--- config.mk ---
export PLATFORM = sky130hd
export DESIGN_NAME = alu_cmd_sequencer
export DESIGN_NICKNAME = d
export VERILOG_FILES = /design/src/rtl/alu_pkg.sv /design/src/rtl/alu_seq_counter.sv /design/src/rtl/alu_cmd_sequencer.sv
export SDC_FILE = /design/constraint.sdc
export NUM_CORES = 1
export LEC_CHECK = 0
export CORE_ASPECT_RATIO = 1.4
export CORE_MARGIN = 4
export CORE_UTILIZATION = 40
export CTS_BUF_LIST = sky130_fd_sc_hd__clkbuf_16
export DETAILED_ROUTE_END_ITERATION = 8
export GPL_ROUTABILITY_DRIVEN = 0
export PLACE_DENSITY = 0.76
export REMOVE_ABC_BUFFERS = 1
export SETUP_SLACK_MARGIN = 0.1
export SYNTH_ARGS = -nofsm -noshare
export SYNTH_HDL_FRONTEND = slang
export SYNTH_SLANG_ARGS = --single-unit
--- constraint.sdc ---
create_clock -name clk -period 1.9 [get_ports clk]
set_clock_uncertainty 0.2 [all_clocks]
set_input_delay 0.475 -clock clk [delete_from_list [all_inputs] [get_ports clk]]
set_output_delay 0.475 -clock clk [all_outputs]
set_load 0.02 [all_outputs]
--- src/rtl/alu_pkg.sv ---
// Shared ALU function codes and sequencer state encoding.
// Bit 0 of an add/sub code substitutes b=1, which gives increment and decrement.
package alu_pkg;

  localparam logic [3:0] OP_ADD = 4'b0000;
  localparam logic [3:0] OP_INC = 4'b0001;
  localparam logic [3:0] OP_SUB = 4'b0010;
  localparam logic [3:0] OP_DEC = 4'b0011;
  localparam logic [3:0] OP_MUL = 4'b0100;
  localparam logic [3:0] OP_AND = 4'b0110;
  localparam logic [3:0] OP_OR  = 4'b1000;
  localparam logic [3:0] OP_NOT = 4'b1010;
  localparam logic [3:0] OP_XOR = 4'b1100;
  localparam logic [3:0] OP_SHF = 4'b1110;

  typedef enum logic [1:0] {
    ST_IDLE = 2'd0,
    ST_EXEC = 2'd1,
    ST_RESP = 2'd2
  } seq_state_t;

endpackage

--- src/rtl/alu_seq_counter.sv ---
// Iteration and settle-wait down-counters for the ALU sequencer.
// o_settle_done marks the cycle where the ALU result is sampled; o_last_iter marks the final pass.
module alu_seq_counter #(
  parameter int ALU_LAT = 1,
  parameter int CNT_W   = 8
) (
  input  logic             clk,
  input  logic             reset,
  input  logic             i_load,
  input  logic [CNT_W-1:0] i_count,
  input  logic             i_run,
  output logic             o_last_iter,
  output logic             o_settle_done
);

  localparam int WAIT_W = (ALU_LAT > 1) ? $clog2(ALU_LAT) : 1;
  localparam logic [WAIT_W-1:0] WAIT_INIT = WAIT_W'(ALU_LAT - 1);

  logic [CNT_W-1:0]  r_iter;
  logic [WAIT_W-1:0] r_wait;

  always_ff @(posedge clk) begin
    if (reset) begin
      r_iter <= '0;
      r_wait <= '0;
    end else if (i_load) begin
      // A count of zero still runs the operation once.
      r_iter <= (i_count == '0) ? CNT_W'(1) : i_count;
      r_wait <= WAIT_INIT;
    end else if (i_run) begin
      if (r_wait != '0) begin
        r_wait <= r_wait - WAIT_W'(1);
      end else begin
        r_iter <= r_iter - CNT_W'(1);
        r_wait <= WAIT_INIT;
      end
    end
  end

  assign o_last_iter   = (r_iter == CNT_W'(1));
  assign o_settle_done = (r_wait == '0);

endmodule

--- src/rtl/alu_cmd_sequencer.sv ---
// Command-driven initiator for a combinational 32-bit ALU: registers operands, waits the
// settle time, chains repeated results through operand A and returns the final value.
module alu_cmd_sequencer
  import alu_pkg::*;
#(
  parameter int ALU_LAT = 1,
  parameter int CNT_W   = 8
) (
  input  logic             clk,
  input  logic             reset,
  input  logic             cmd_valid,
  output logic             cmd_ready,
  input  logic [3:0]       cmd_op,
  input  logic [31:0]      cmd_a,
  input  logic [31:0]      cmd_b,
  input  logic             cmd_use_acc,
  input  logic [CNT_W-1:0] cmd_count,
  output logic             rsp_valid,
  input  logic             rsp_ready,
  output logic [31:0]      rsp_data,
  output logic             rsp_zero,
  output logic [31:0]      alu_a,
  output logic [31:0]      alu_b,
  output logic [3:0]       alu_f,
  input  logic [31:0]      alu_r
);

  seq_state_t  r_state;
  seq_state_t  w_state_next;
  logic        w_idle_ready;
  logic        w_accept;
  logic        w_capture;
  logic        w_finish;
  logic        w_resp_done;
  logic        w_run;
  logic        w_last_iter;
  logic        w_settle_done;

  logic [31:0] r_acc;
  logic [31:0] r_alu_a;
  logic [31:0] r_alu_b;
  logic [3:0]  r_alu_f;
  logic        r_rsp_valid;
  logic [31:0] r_rsp_data;
  logic        r_rsp_zero;

  alu_seq_counter #(
    .ALU_LAT (ALU_LAT),
    .CNT_W   (CNT_W)
  ) u_counter (
    .clk           (clk),
    .reset         (reset),
    .i_load        (w_accept),
    .i_count       (cmd_count),
    .i_run         (w_run),
    .o_last_iter   (w_last_iter),
    .o_settle_done (w_settle_done)
  );

  always_ff @(posedge clk) begin
    if (reset) begin
      r_state <= ST_IDLE;
    end else begin
      r_state <= w_state_next;
    end
  end

  always_comb begin
    w_state_next = r_state;
    w_idle_ready = 1'b0;
    w_accept     = 1'b0;
    w_capture    = 1'b0;
    w_finish     = 1'b0;
    w_resp_done  = 1'b0;
    w_run        = 1'b0;
    case (r_state)
      ST_IDLE: begin
        w_idle_ready = 1'b1;
        if (cmd_valid) begin
          w_accept     = 1'b1;
          w_state_next = ST_EXEC;
        end
      end
      ST_EXEC: begin
        w_run = 1'b1;
        if (w_settle_done) begin
          w_capture = 1'b1;
          if (w_last_iter) begin
            w_finish     = 1'b1;
            w_state_next = ST_RESP;
          end
        end
      end
      ST_RESP: begin
        if (rsp_ready) begin
          w_resp_done  = 1'b1;
          w_state_next = ST_IDLE;
        end
      end
      default: begin
        w_state_next = ST_IDLE;
      end
    endcase
  end

  always_ff @(posedge clk) begin
    if (reset) begin
      r_acc       <= '0;
      r_alu_a     <= '0;
      r_alu_b     <= '0;
      r_alu_f     <= '0;
      r_rsp_valid <= 1'b0;
      r_rsp_data  <= '0;
      r_rsp_zero  <= 1'b1;
    end else begin
      if (w_accept) begin
        r_alu_a <= cmd_use_acc ? r_acc : cmd_a;
        r_alu_b <= cmd_b;
        r_alu_f <= cmd_op;
      end
      if (w_capture) begin
        r_acc <= alu_r;
        if (w_finish) begin
          r_rsp_valid <= 1'b1;
          r_rsp_data  <= alu_r;
          r_rsp_zero  <= (alu_r == 32'd0);
        end else begin
          // Chain the intermediate result; b and f stay put for the next pass.
          r_alu_a <= alu_r;
        end
      end
      if (w_resp_done) begin
        r_rsp_valid <= 1'b0;
      end
    end
  end

  // Gated by reset so the host never sees a ready that cannot be honoured.
  assign cmd_ready = w_idle_ready & ~reset;
  assign rsp_valid = r_rsp_valid;
  assign rsp_data  = r_rsp_data;
  assign rsp_zero  = r_rsp_zero;
  assign alu_a     = r_alu_a;
  assign alu_b     = r_alu_b;
  assign alu_f     = r_alu_f;

endmodule
==> metrics.cfg <==
[synthesis]
yosysMostFrequentCell = nand2_1
ys.flop_type = dfxtp_1
synth_cell_type_count = 38
avgSynthCellArea_um2 = 7.856
synth-edff-count = 0
ys_ff_latch = 144
synth_common_cells = nand2_1, dfxtp_1, a21oi_1
synth.largest_area_cell = dfxtp_1
synth_top_area_frac = 0.4986
async_flop_share = 0
syn_area_um2 = 5782
synth_seq_area_share = 0.4986
synth_top_cells_by_area = dfxtp_1, nand2_1, a21oi_1, mux2i_1, o211ai_1
syn_inst = 736
yosysWarnings = 0

[cts]
clkTransAtPathRegs_ns = 0.06
htreeDepth = 4
cts_buffers = 17
clock-root-buffer = clkbuf_16
clk-insertion-delay-late_ns = 0.41
clk_path_buf_depth = 2
cts_hold_buf = 0
cts_tree = yes
cts_sinks = 144

[drt]
drtIter0Drc = 294
ant_nets = 0
wl_per_cell_um = 17.68
wirelength_mm = 21.70
drcViolationCount = 0
dr_total_vias = 6350
drt-vias-per-instance = 5.175
dr.pass1.iters = 4

[sta]
setup_viol = 71
setup_slack_ns = -0.1958
slew_violations = 0
rsz0062_at_grt = true
period_share = 1.103
period_minus_slack_ns = 2.096
fmax_ghz = 0.4771
worst_slew_pin_slew_ns = 0.8588
maxSlewHeadroom = 0.4275
hold_viol = 0

[global_route]
grt.total_usage = 0.2457
grt_pass1_vias = 6033
overflow = 0
grt_pass1_wl_mm = 31.36
antenna_found_initial = 0
grt_max_degree = 78

[power_and_ir_drop]
p_sw_mw = 2.495
p_total_mw = 8.797
combPwrFrac = 0.233
p_per_area_nw_per_um2 = 867.6
leakage_nw = 4.265
ir_worst_vdd_mv = 0.5441
pwr-share-clk = 0.386
intPower_mw = 6.302
swShare = 0.2836
p_seq_frac = 0.381

[place]
io_buffer_count = 215
preCtsSetupSlack_ns = -0.4169
hpwlAfterDp_mm = 13.19

[critical_path]
cp_max_fo = 8
endpoint_kind = flop
crit_cells = 8
critPathMaxStageDelay_ns = 0.52
crit_buf_inv = 4
startpoint_type = flop
worst_path_most_repeated_cell = buf_6
path_delay_family = buffers and inverters
r2r_cells = 8
crit_chain = or4_4 > buf_6 > o21ai_4 > buf_4 > buf_6 > buf_12 > o211ai_1 > a21oi_1
critPathKind = flop to flop
slowest_stage = or4_4
arrival_ns = 2.23
crit_required_ns = 2.03

[die]
num_rows = 51
ios = 216
die_x_um = 109.6
coreArea_um2 = 14040
chipHeight_um = 150.3
start_util = 0.4119
die_area_um2 = 16470

[layout]
final_nets = 1146
diodes = 0
nFillCells = 1067
drive_gt1_frac = 0.2342
area_delta_synth_final_pct = 75.37

[hold_path]
holdPathStages = 2
hp-class = flop to flop

[run]
max-cap-violations = 0

[outcome]
violations = negative setup slack
outcome = finished with violations

## path summary, 6_finish.rpt
check	to	slack, ns	startpoint
setup reg to reg	alu_a[20]	-0.20	u_counter.r_iter[5]
hold / removal	alu_b[6]	0.25	alu_b[6]
setup / recovery	alu_a[20]	-0.20	u_counter.r_iter[5]
hold reg to reg	alu_b[6]	0.25	alu_b[6]
## kinds of logic after synthesis
family	synth area share
AND/OR/NAND/NOR	0.2177
AO/OA/AOI/OAI	0.1794
flip-flops	0.4986
buffers and inverters	0.04306
multiplexers	0.05540
adder cells (fa/ha/maj)	0.004327
XOR/XNOR	0.001515
## final cells by class
type | count | area [µm²] | share of cell area
Clock buffer | 17 | 425.4 | 0.04195
Clock inverter | 13 | 166.4 | 0.01641
Inverter | 4 | 15.01 | 0.001481
Multi-Input combinational cell | 531 | 3034 | 0.2992
Sequential cell | 144 | 2890 | 0.2850
Tap cell | 185 | 231.5 | 0.02283
Timing Repair Buffer | 333 | 3377 | 0.3330
## power groups by stage
stage	sequential [mW]	clock, mW	combinational, mW
global placement	3.41	0	1.79
global route	3.37	3.56	2.20
CTS	3.35	3.42	1.91
finish	3.35	3.39	2.05
floorplan	3.58	0	0.593
detailed placement	3.41	0	1.81
## flip-flops by register name (all words and copies together) (netlist names)
signal            count
u_counter.r_iter      8
rsp_data             32
alu_f                 4
alu_a                32
r_acc                32
r_state               2
rsp_zero              1
rsp_valid             1
alu_b                32
## cells in the final DEF, fill, tap and decap left out, types with 4 or more instances in the layout
| cell type | n |
|---|---|
| buf_6 | 21 |
| a21oi_1 | 115 |
| clkdlybuf4s15_1 | 36 |
| buf_4 | 72 |
| nor4_1 | 8 |
| clkdlybuf4s50_1 | 107 |
| clkbuf_16 | 22 |
| dlygate4sd2_1 | 54 |
| dfxtp_1 | 138 |
| nand2_1 | 243 |
| o211ai_1 | 32 |
| mux2i_1 | 32 |
| buf_16 | 5 |
| dfxtp_2 | 6 |
| nand3_1 | 6 |
| nand2_2 | 13 |
| inv_1 | 4 |
| nand2_4 | 15 |
| clkbuf_2 | 12 |
| buf_12 | 15 |
| clkinvlp_4 | 5 |
| nor2_1 | 6 |
| a21oi_2 | 25 |
## tightest hold or removal path, delay by kind of cell, from the launching register on
family          cells  cell delay, ns
simple gates        1            0.05
compound gates      1            0.05
flops               1            0.30
## through the flow
| stage | cell area [µm²] | std cells | TNS, ns | hold slack (ns) | utilization |
|---|---|---|---|---|---|
| 4_1_cts | 9634 | 1212 | -6.987 | 0.2519 | 0.6863 |
| 3_5_place_dp | 8711 | 1160 | -18.21 | 0.2459 | 0.6205 |
| 2_1_floorplan | 5548 | 679 | -398.64 | 0.2300 | - |
| 6_report | 10140 | 1227 | -9.806 | 0.2496 | 0.7223 |
| 5_1_grt | 10140 | 1227 | -13.97 | 0.2640 | 0.7223 |
| 3_3_place_gp | 8711 | 1160 | -16.17 | 0.2408 | 0.6205 |
## metal layers
layer | vias to the layer above | GRT usage | part of all wire
met3 | 33 | 0.08065 | 0.079
met5 | - | 0 | 0
li1 | 3096 | - | -
met4 | 0 | 0.07548 | 0.021
met1 | 2994 | 0.2750 | 0.39
met2 | 227 | 0.4367 | 0.51
## timing repair
item | 4_1_cts | 5_1_grt
buffers inserted | 16 | 11
gates cloned | 7 | 6
endpoints found under the setup margin | 173 | 141
gates resized for setup | 159 | 141
pin swaps | 35 | 51
(Power assumes the default switching activity.)
